### config.mk
export PLATFORM = sky130hd
export DESIGN_NAME = rv_muldiv_unit
export DESIGN_NICKNAME = d
export VERILOG_FILES = /design/src/rtl/rv_muldiv_pkg.sv /design/src/rtl/rv_div_iter.sv /design/src/rtl/rv_muldiv_unit.sv
export SDC_FILE = /design/constraint.sdc
export NUM_CORES = 1
export LEC_CHECK = 0
export ABC_AREA = 1
export CORE_UTILIZATION = 35
export DETAILED_ROUTE_END_ITERATION = 7
export PLACE_DENSITY_LB_ADDON = 0.15
export SYNTH_ARGS = -nofsm -noshare
export SYNTH_HDL_FRONTEND = slang
export SYNTH_HIERARCHICAL = 1
export SYNTH_SLANG_ARGS = --single-unit
### constraint.sdc
create_clock -name clk -period 3.3 [get_ports clk]
set_clock_uncertainty 0.15 [all_clocks]
set_input_delay 0.33 -clock clk [delete_from_list [all_inputs] [get_ports clk]]
set_output_delay 0.33 -clock clk [all_outputs]
set_load 0.01 [all_outputs]
### src/rtl/rv_muldiv_pkg.sv
// rv_muldiv_pkg: shared types and helpers for the iterative RV32M
// multiply/divide unit (rv_muldiv_unit and rv_div_iter).
package rv_muldiv_pkg;

  // Default operand/result width.
  localparam int XLEN_DEFAULT = 32;

  // Widest operand the magnitude helper accepts. Callers zero-extend their
  // operand into this width and truncate the answer back down. This is exact
  // because negation modulo 2^MAG_MAX_W, truncated, equals negation modulo
  // 2^XLEN.
  localparam int MAG_MAX_W = 128;

  // funct3 encodings of the eight RV32M operations.
  typedef enum logic [2:0] {
    OP_MUL    = 3'b000,
    OP_MULH   = 3'b001,
    OP_MULHSU = 3'b010,
    OP_MULHU  = 3'b011,
    OP_DIV    = 3'b100,
    OP_DIVU   = 3'b101,
    OP_REM    = 3'b110,
    OP_REMU   = 3'b111
  } muldiv_op_e;

  // Control states. ST_DIV is only reachable when the divider is built.
  typedef enum logic [2:0] {
    ST_IDLE = 3'd0,
    ST_MUL  = 3'd1,
    ST_DIV  = 3'd2,
    ST_FIX  = 3'd3,
    ST_DONE = 3'd4
  } muldiv_state_e;

  // Two's-complement magnitude: negate when the value is flagged negative.
  // The most-negative value maps onto itself, which read as unsigned is
  // exactly its magnitude, so no extra bit is required.
  function automatic logic [MAG_MAX_W-1:0] twos_mag(input logic [MAG_MAX_W-1:0] v,
                                                    input logic                 neg);
    return neg ? (~v + MAG_MAX_W'(1)) : v;
  endfunction

endpackage

### src/rtl/rv_div_iter.sv
// rv_div_iter: one restoring-divide step. The partial remainder shifts left
// by one and takes in the next dividend bit. A trial subtraction of the
// divisor follows. If the subtraction does not borrow, its result becomes the
// new remainder and the quotient bit is 1. Otherwise the remainder is
// restored and the quotient bit is 0. Dividend bits and quotient bits share
// one register: the quotient bit enters at the LSB as the dividend shifts out
// at the MSB.
module rv_div_iter #(
  parameter int XLEN = 32
) (
  input  logic [XLEN-1:0] rem_i,
  input  logic [XLEN-1:0] quo_i,
  input  logic [XLEN-1:0] divisor_i,
  output logic [XLEN-1:0] rem_o,
  output logic [XLEN-1:0] quo_o
);

  logic [XLEN:0] shifted;
  logic [XLEN:0] diff;
  logic          borrow;

  // The partial remainder is always smaller than the divisor. The shifted
  // value is therefore below 2*divisor and fits in XLEN+1 bits. The sign of
  // the difference is then a reliable borrow flag.
  assign shifted = {rem_i, quo_i[XLEN-1]};
  assign diff    = shifted - {1'b0, divisor_i};
  assign borrow  = diff[XLEN];
  assign rem_o   = borrow ? shifted[XLEN-1:0] : diff[XLEN-1:0];
  assign quo_o   = {quo_i[XLEN-2:0], ~borrow};

endmodule

### src/rtl/rv_muldiv_unit.sv
// rv_muldiv_unit: iterative RV32M multiply/divide coprocessor, one bit per
// cycle. Operands are reduced to magnitudes at start. A shift-add multiply or
// a restoring divide runs for XLEN cycles. A FIX cycle then applies the sign
// rules and selects the result.
//
// Build option: define RV_MULDIV_DIV_EN to include the divider. Without it,
// DIV/DIVU/REM/REMU finish in one cycle with illegalOp=1 and result=0.
//
// Handshake: start is sampled only in IDLE, together with op/rs1/rs2. busy is
// high from the cycle after an accepted start through the done cycle,
// inclusive. done is a one-cycle pulse during which result is valid. result
// is then held until the next accepted start completes. start in any other
// state is ignored.
module rv_muldiv_unit
  import rv_muldiv_pkg::*;
#(
  parameter int XLEN = XLEN_DEFAULT
) (
  input  logic            clk,
  input  logic            reset,
  input  logic            start,
  input  logic [2:0]      op,
  input  logic [XLEN-1:0] rs1,
  input  logic [XLEN-1:0] rs2,
  output logic            busy,
  output logic            done,
  output logic [XLEN-1:0] result,
  output logic            illegalOp,
  output logic [2:0]      dbg_state
);

  localparam int CW = $clog2(XLEN);

  muldiv_state_e     state_q, state_d;
  muldiv_op_e        op_q, op_d;
  logic              s1_q, s1_d;         // rs1 treated as negative
  logic              s2_q, s2_d;         // rs2 treated as negative
  logic [XLEN-1:0]   a_q, a_d;           // |rs1|: multiplicand
  logic [XLEN-1:0]   b_q, b_d;           // |rs2|: divisor
  logic [2*XLEN-1:0] acc_q, acc_d;       // {high, low}: product, or {remainder, quotient}
  logic [CW-1:0]     cnt_q, cnt_d;
  logic [XLEN-1:0]   result_q, result_d;
  logic              illegal_q, illegal_d;

  // Decode of the incoming request.
  muldiv_op_e        op_in;
  logic              in_s1, in_s2;
  logic [XLEN-1:0]   mag1, mag2;
  logic              last_iter;
  logic [XLEN:0]     mul_sum;
  logic [2*XLEN-1:0] prod;

  assign op_in     = muldiv_op_e'(op);
  assign in_s1     = rs1[XLEN-1] & (op_in inside {OP_MUL, OP_MULH, OP_MULHSU, OP_DIV, OP_REM});
  assign in_s2     = rs2[XLEN-1] & (op_in inside {OP_MUL, OP_MULH, OP_DIV, OP_REM});
  assign mag1      = XLEN'(twos_mag(MAG_MAX_W'(rs1), in_s1));
  assign mag2      = XLEN'(twos_mag(MAG_MAX_W'(rs2), in_s2));
  assign last_iter = (cnt_q == CW'(XLEN - 1));

  // Shift-add step: add the multiplicand into the high half when the current
  // multiplier bit (acc LSB) is set, then shift the whole accumulator right.
  assign mul_sum = {1'b0, acc_q[2*XLEN-1:XLEN]} + {1'b0, (acc_q[0] ? a_q : {XLEN{1'b0}})};
  assign prod    = (s1_q ^ s2_q) ? (~acc_q + (2*XLEN)'(1)) : acc_q;

`ifdef RV_MULDIV_DIV_EN
  localparam logic [XLEN-1:0] MOST_NEG = {1'b1, {(XLEN-1){1'b0}}};

  logic            div_by_zero, div_ovf, early;
  logic [XLEN-1:0] early_res;
  logic [XLEN-1:0] div_rem, div_quo;
  logic [XLEN-1:0] quo_fix, rem_fix;

  assign div_by_zero = (rs2 == {XLEN{1'b0}});
  assign div_ovf     = (op_in inside {OP_DIV, OP_REM}) && (rs1 == MOST_NEG) && (rs2 == {XLEN{1'b1}});
  assign early       = op[2] & (div_by_zero | div_ovf);
  // op[1] selects remainder (REM/REMU) over quotient (DIV/DIVU).
  assign early_res   = div_by_zero ? (op[1] ? rs1 : {XLEN{1'b1}})
                                   : (op[1] ? {XLEN{1'b0}} : MOST_NEG);

  rv_div_iter #(.XLEN(XLEN)) u_div_iter (
    .rem_i     (acc_q[2*XLEN-1:XLEN]),
    .quo_i     (acc_q[XLEN-1:0]),
    .divisor_i (b_q),
    .rem_o     (div_rem),
    .quo_o     (div_quo)
  );

  // The quotient is negated when the operand signs differ. The remainder
  // takes the sign of the dividend.
  assign quo_fix = XLEN'(twos_mag(MAG_MAX_W'(acc_q[XLEN-1:0]), s1_q ^ s2_q));
  assign rem_fix = XLEN'(twos_mag(MAG_MAX_W'(acc_q[2*XLEN-1:XLEN]), s1_q));
`endif

  // State register.
  always_ff @(posedge clk or negedge reset) begin
    if (!reset) state_q <= ST_IDLE;
    else        state_q <= state_d;
  end

  // Next-state logic.
  always_comb begin
    state_d = state_q;
    case (state_q)
      ST_IDLE: begin
        if (start) begin
          if (!op[2]) begin
            state_d = ST_MUL;
          end else begin
`ifdef RV_MULDIV_DIV_EN
            state_d = early ? ST_DONE : ST_DIV;
`else
            state_d = ST_DONE;
`endif
          end
        end
      end
      ST_MUL:  if (last_iter) state_d = ST_FIX;
`ifdef RV_MULDIV_DIV_EN
      ST_DIV:  if (last_iter) state_d = ST_FIX;
`endif
      ST_FIX:  state_d = ST_DONE;
      ST_DONE: state_d = ST_IDLE;
      default: state_d = ST_IDLE;
    endcase
  end

  // Outputs decoded from the current state.
  always_comb begin
    busy      = (state_q != ST_IDLE);
    done      = (state_q == ST_DONE);
    illegalOp = (state_q == ST_DONE) & illegal_q;
    dbg_state = state_q;
    result    = result_q;
  end

  // Datapath next-state: operand capture, iteration, and sign fix-up.
  always_comb begin
    op_d      = op_q;
    s1_d      = s1_q;
    s2_d      = s2_q;
    a_d       = a_q;
    b_d       = b_q;
    acc_d     = acc_q;
    cnt_d     = cnt_q;
    result_d  = result_q;
    illegal_d = illegal_q;
    case (state_q)
      ST_IDLE: begin
        if (start) begin
          op_d      = op_in;
          s1_d      = in_s1;
          s2_d      = in_s2;
          a_d       = mag1;
          b_d       = mag2;
          cnt_d     = '0;
          illegal_d = 1'b0;
          // Multiply: the multiplier sits in the low half. Divide: the
          // dividend sits in the low half and the remainder starts at zero.
          acc_d     = op[2] ? {{XLEN{1'b0}}, mag1} : {{XLEN{1'b0}}, mag2};
`ifdef RV_MULDIV_DIV_EN
          if (early) result_d = early_res;
`else
          if (op[2]) begin
            illegal_d = 1'b1;
            result_d  = '0;
          end
`endif
        end
      end
      ST_MUL: begin
        acc_d = {mul_sum, acc_q[XLEN-1:1]};
        cnt_d = cnt_q + CW'(1);
      end
`ifdef RV_MULDIV_DIV_EN
      ST_DIV: begin
        acc_d = {div_rem, div_quo};
        cnt_d = cnt_q + CW'(1);
      end
`endif
      ST_FIX: begin
        if (!op_q[2]) begin
          result_d = (op_q == OP_MUL) ? prod[XLEN-1:0] : prod[2*XLEN-1:XLEN];
        end
`ifdef RV_MULDIV_DIV_EN
        else begin
          result_d = op_q[1] ? rem_fix : quo_fix;
        end
`endif
      end
      default: ;
    endcase
  end

  // Datapath registers. An asynchronous reset clears everything, which also
  // aborts any operation in flight.
  always_ff @(posedge clk or negedge reset) begin
    if (!reset) begin
      op_q      <= OP_MUL;
      s1_q      <= 1'b0;
      s2_q      <= 1'b0;
      a_q       <= '0;
      b_q       <= '0;
      acc_q     <= '0;
      cnt_q     <= '0;
      result_q  <= '0;
      illegal_q <= 1'b0;
    end else begin
      op_q      <= op_d;
      s1_q      <= s1_d;
      s2_q      <= s2_d;
      a_q       <= a_d;
      b_q       <= b_d;
      acc_q     <= acc_d;
      cnt_q     <= cnt_d;
      result_q  <= result_d;
      illegal_q <= illegal_d;
    end
  end

endmodule
==> impl_metrics.ini <==
[logic_synthesis]
synth-main-ff-cell = dfrtp_1
asr_flop_ratio_synth_pct = 100
synth_top_cell_area_share_pct = 28.1
synth.top_cells.by_area = dfrtp_1, nand2_1, nand3_1
yosys.cell_types.count = 44
mean_area_per_synthesized_cell_um2 = 5.91
synth_edf_count = 0
yosys.area.top_type = dfrtp_1
synth.cell_area_um2 = 12500
postSynthCellCount = 2120
postSynthNetCount = 2228
synth.yosys.warnings = 6
ys_seq_elements = 141
yosysSeqAreaShare_pct = 28.1

[placement]
place.gp.congestion = 0.975
place.detailed.hpwl_mm = 40.4
port-buffer-count = 107
post-place-cells = 2646

[critical_path]
critical_path_cell_by_cell = buf_4, nand2_1, inv_1, ha_1, a21oi_1, o21ai_0, nand2_1, nand3_1, nand2_1, nand2_1, nand2_1, nand2_1, o21ai_0
crit_buf_inv = 2
crit_slowest_cell = dfrtp_1
cp_top_family = compound AO/OA/AOI/OAI gates
timing.critical_path.mode_cell = nand2_1
highest_fanout_seen_on_the_critical_path = 29
setup.worst_path.start_class = flop
worstPathArrival_ns = 2.99
cp.required_ns = 3.50
cp-end-kind = flop
crit_type = reg -> reg
critical_path.max_stage_delay_ns = 0.43

[clock_tree]
cts_max_path_buffers = 2
later_pin_clock_latency_in_the_skew_report_ns = 0.44
cts-htree-levels = 4
numCtsBuffers = 17
clock_tree_from_tritoncts = built
clk_pin_slew_ns = 0.07
clock_sinks = 141
cts-root-buf = clkbuf_16

[grt]
largest_net_degree_at_the_start_of_global_routing = 85
grt_first_pass_wirelength_mm = 76.8
grt_antenna_before_repair = 0
grt_usage_pct = 27.8
gr-total-overflow = 0
number_of_global_route_vias_before_repair = 13166

[floorplanning]
floorplan.die_area_um2 = 36600
die_width_um = 191
die_h_um = 191
start_util_pct = 35.9
rows = 68
core_um2 = 34900
design.portCount = 108

[sta]
relSlewSlack_pct = 44.6
max_freq_mhz = 358
worst-slew-pin-transition_ns = 0.830
final_max_slew_viol_count = 0
setup_repair_after_global_routing_missed_its_margin = no
finalSetupViolations = 0
fin_crit_ns = 2.79
timing_hold_violations_final = 0
min_period_over_period_pct = 84.6
setup_tns_ns = 0
fin_worst_hold_slack_ns = 0.326

[run_status]
run_status = finished clean

[routing]
antenna_violating_nets_post_route = 0
drc = 0
vias_after_detailed_routing = 14123
drt-vias-per-instance = 5.27
wl_mm = 49.9
drt_pass1_iterations = 6
drt_first_iter_violations = 1353
wl_per_cell_um = 18.6

[final_layout]
fillerInstances = 3855
layout-drive-gt1-share_pct = 3.78
num-nets-final = 2319
finish.cell_count_without_fillers = 2679
antenna_cells_inserted = 0
growth_of_design_area_from_synthesis_to_finish_pct = 16.9

[job]
maxCapViolCount = 0

[power_and_ir_drop]
leakage_nw = 7.48
ir_drop_mv = 0.445
power_mw = 12.4
power_per_cell_area_nw_per_um2 = 843

[min_path]
hold_class = in -> async
-- metal layers --
metal	GRT usage [%]	vias up	part of all wire, %
met3	3.80	93	6.1
li1	-	7006	-
met1	39.3	6463	47
met2	40.8	561	42
met4	14.8	0	5.5
met5	0	-	0
-- metrics by stage --
stage / instance area [um^2] / worst slack (ns) / utilization [%]
global route: 14700 / 0.302 / 42.0
floorplan: 12500 / 0.725 / -
detailed placement: 14100 / 0.527 / 40.4
finish: 14700 / 0.509 / 42.0
CTS: 14700 / 0.567 / 42.0
global placement: 14100 / 0.605 / 40.4
-- cells by family after synthesis --
kind of cell    Yosys count  share of synthesized area, %
fa+ha+maj                38                          3.85
xor+xnor                 29                          2.09
flops                   141                          28.1
compound gates          280                          12.3
simple gates           1304                          43.3
buf+inv                 328                          10.4
-- sequential cells by signal, summed over array words and instances, names as in the netlist --
register / count
s1_q: 1
op_q: 3
cnt_q: 5
s2_q: 1
a_q: 32
result: 32
dbg_state: 3
acc_q: 64
-- layout by cell type, fill, tap and decap left out, types with 18 or more instances in the layout --
master / Yosys / layout
clkdlybuf4s50_1: 0 / 106
buf_4: 5 / 24
nor3_1: 26 / 25
nand2_1: 728 / 728
o21ai_0: 123 / 123
o22ai_1: 27 / 27
nor2_1: 259 / 259
ha_1: 37 / 37
xor2_1: 18 / 18
dfrtp_1: 141 / 141
a21oi_1: 81 / 81
nand4_1: 24 / 24
nand3_1: 227 / 227
inv_1: 260 / 260
-- worst register-to-register path, cell delays in order (launching register included) --
cell,delay [ns]
dfrtp_1,0.43
buf_4,0.29
nand2_1,0.08
inv_1,0.07
ha_1,0.28
a21oi_1,0.36
o21ai_0,0.24
nand2_1,0.12
nand3_1,0.18
nand2_1,0.11
nand2_1,0.08
nand2_1,0.06
nand2_1,0.04
o21ai_0,0.20
-- layout make-up --
| type | count | area, um^2 | share of cell area, % |
|---|---|---|---|
| multi-input combinational | 1651 | 7720 | 52.7 |
| clock inverter | 10 | 116 | 0.794 |
| timing repair buffer | 132 | 1260 | 8.61 |
| tap | 455 | 569 | 3.88 |
| clock buffer | 22 | 454 | 3.10 |
| inverter | 268 | 1010 | 6.86 |
| sequential | 141 | 3530 | 24.1 |
-- power breakdown --
part	total (mW)	leakage, nW	internal (mW)	switching (mW)
logic	7.26	5.39	2.26	5.00
clock network	1.96	0.274	1.13	0.829
registers	3.14	1.82	2.31	0.831
-- synth_stat cells, types with 5 or more instances --
cell type	n
nand2_1	728
a31oi_1	8
nand4_1	24
nor2_1	259
buf_6	5
a21oi_1	81
nand3_1	227
xor2_1	18
ha_1	37
o211ai_1	7
nor3_1	26
xnor2_1	10
o21ai_1	8
buf_4	5
inv_1	260
o21ai_0	123
dfrtp_1	141
clkbuf_1	30
buf_2	11
nand3b_1	17
buf_1	9
o22ai_1	27
o21a_1	7
inv_2	8
-- final timing paths --
kind / to / slack [ns] / from / cells after the start
worst max-delay path: acc_q[47]$_DFFE_PN0P_ / 0.51 / acc_q[0]$_DFFE_PN0P_ / 13
worst min-delay path: acc_q[3]$_DFFE_PN0P_ / 0.33 / reset / 2
worst max register to register: acc_q[47]$_DFFE_PN0P_ / 0.51 / acc_q[0]$_DFFE_PN0P_ / 13
worst min register to register: result[26]$_DFFE_PN0P_ / 0.33 / result[26]$_DFFE_PN0P_ / 2
max in group asynchronous: acc_q[62]$_DFFE_PN0P_ / 1.81 / reset / 3
min in group clk: result[26]$_DFFE_PN0P_ / 0.33 / result[26]$_DFFE_PN0P_ / 2
-- what timing repair did --
item                                   in CTS  in global routing
setup buffers                               0                  0
endpoints found under the hold margin      81                  0
resized for setup                           0                  0
hold buffers                                1                  0
No activity file was read; power rests on OpenSTA's default activity.
==> RTL edit (config.mk and constraints unchanged) <==
The option `RV_MULDIV_DIV_EN` is turned on by a define.
--- a/src/rtl/rv_muldiv_unit.sv
+++ b/src/rtl/rv_muldiv_unit.sv
@@ -13,2 +13,4 @@
 // state is ignored.
+`define RV_MULDIV_DIV_EN
+
 module rv_muldiv_unit
Check against the original RTL: not equivalent (a bounded check fails within 4 cycles, from zero or initial values and one cycle with reset low).
==> RTL edit against the original RTL <==
Final area is 51% higher. Core utilization decreased by 2.0 points. Critical path depth is 2 higher. Total power rose by 99%. Routed wire length grew 72%. Non-clock buffer count up 55. Fmax shrank 4.9%. Sequential cell count increased by 32. Synthesized area is 57% higher. Count of clock-buffer cells in the layout down 5. Setup slack got worse by 0.14 ns. Combinational power up 150%. Highest routed layer is now met5.
==> RTL edit: results (changes against the original RTL) <==
Outcome - finished clean
Async S/R FF share, synth - 100.0% (unchanged)
Clk_lat worst skew - 0.49 ns (+0.05 ns)
HPWL Detailed - 69460 um (+72%)
Worst-margin pin slew - 0.7787 ns (-0.05174 ns)
Arrival time worst endpoint - 3.18 ns (+0.19 ns)
Top cells by area, synth - nand2_1 (24%), dfrtp_1 (22%), nand3_1 (9.4%)
Vias in the first global route - 21015 (+60%)
Worst r2r path cells - 15 (+2)
Final-layout fill cell count - 6223 (+61%)
Root buffer cell - clkbuf_16
Minimum hold slack - 0.2307 ns (-0.09566 ns)
Layout net count - 3659 (+58%)
GRT Util Overall - 30.46% (+2.6 points)
Maximum number of pins on one net before global-route repair - 88 (+3.5%)
Routability cong. - 0.9936 (+1.9%)
Top cells by count, synth - nand2_1 (1274), inv_1 (396), nor2_1 (390)
Library cells used by synthesis - 52 (+18%)
Initial antenna violation count - 2 (+2)
First-pass GRT wire length - 130200 um (+70%)
Number of DRC markers in iteration 0 - 2414 (+78%)
Yosys warnings - 6 (unchanged)
Total Wirelength - 86070 um (+72%)
Vias - 22518 (+59%)
Worst R2R End - result[16]
Port buffer count - 106 (-0.93%)
CP max FO - 6 (-79%)
Pleak - 11.40 nW (+52%)
Sequential share of the synthesized area - 22.03% (-6.1 points)
Worst ir drop on vdd - 872.7 uV (+96%)
Worst R2R Start - acc_q[32]
Internal Power - 9.964 mW (+75%)
Synth Net Count - 3597 (+61%)
Share of cells above drive strength 1 - 5.356% (+1.6 points)
[RTL edit: worst max-delay path by stage]
stage / end / cells past startpoint / start / slack, ns
final: result[16] / 15 / acc_q[32] / 0.37
after global routing: acc_q[63] / 16 / acc_q[0] / 0.13
after CTS: acc_q[48] / 12 / acc_q[0] / 0.20
after detailed placement: acc_q[48] / 12 / acc_q[0] / 0.24
after global placement: acc_q[48] / 12 / acc_q[0] / 0.24
after floorplan: acc_q[55] / 17 / acc_q[0] / 0.53
[RTL edit: worst max-delay path, cell delays in order (launching register included)]
cell,delay [ns]
dfrtp_1,0.43
buf_4,0.21
inv_1,0.22
ha_1,0.30
nand2_1,0.13
inv_1,0.12
nand2_1,0.10
nor2_1,0.21
nand2_1,0.10
nand2_1,0.08
xor2_1,0.26
a21oi_1,0.11
nor2_1,0.10
nand2_1,0.14
nand2_1,0.10
nand2_1,0.04
[RTL edit: power groups by stage]
stage               combinational (mW)  sequential [mW]  clock, mW
floorplan                         12.5             3.94          0
global placement                  17.6             4.44          0
detailed placement                17.6             4.44          0
CTS                               17.7             4.40       2.19
global route                      20.0             4.51       2.25
finish                            18.0             4.43       2.15
[RTL edit: cell families (layout without fill, tap and decap cells)]
logic type	count (synthesis)	count (layout)	share of synthesized area (%)
XOR/XNOR	73	73	3.254
adder cells (fa/ha/maj)	73	73	4.725
flip-flops	173	173	22.03
buffers and inverters	557	632	11.80
other	1	1	0.01908
AO/OA/AOI/OAI	406	406	12.30
AND/OR/NAND/NOR	2171	2171	45.87
[RTL edit: repair_timing]
item | CTS | global route
setup buffers | 0 | 0
setup endpoints to repair | 0 | 2
resized for setup | 0 | 1
endpoints found under the hold margin | 62 | 0
hold buffers | 1 | 0
[RTL edit: metal layers]
metal,part of all wire (%),wire length (um),global-route usage [%]
met5,0.027,23,0
met4,3.6,3127,11.81
met2,44,37480,46.71
met3,7.8,6721,5.323
met1,45,38710,42.24
[RTL edit: cell type report]
class	count	area (um2)	share of cell area (%)
clock inverters	15	171.4	0.7734
repair buffers	187	1725	7.785
flip-flops and latches	173	4329	19.53
inverters	413	1553	7.006
multi-input cells	2724	13020	58.76
clock buffers	17	425.4	1.919
well taps	748	935.9	4.223
[RTL edit: through the flow]
stage               power [mW]  cell area (um2)  utilization, %  std cells  worst slack (ns)
floorplan                16.46            19650               -       3454            0.5266
global placement         22.08            21560           38.97       4244            0.2390
detailed placement       22.05            21560           38.97       4244            0.2424
CTS                      24.28            22160           40.07       4277            0.2049
global route             26.79            22160           40.07       4277            0.1333
finish                   24.57            22160           40.07       4277            0.3651
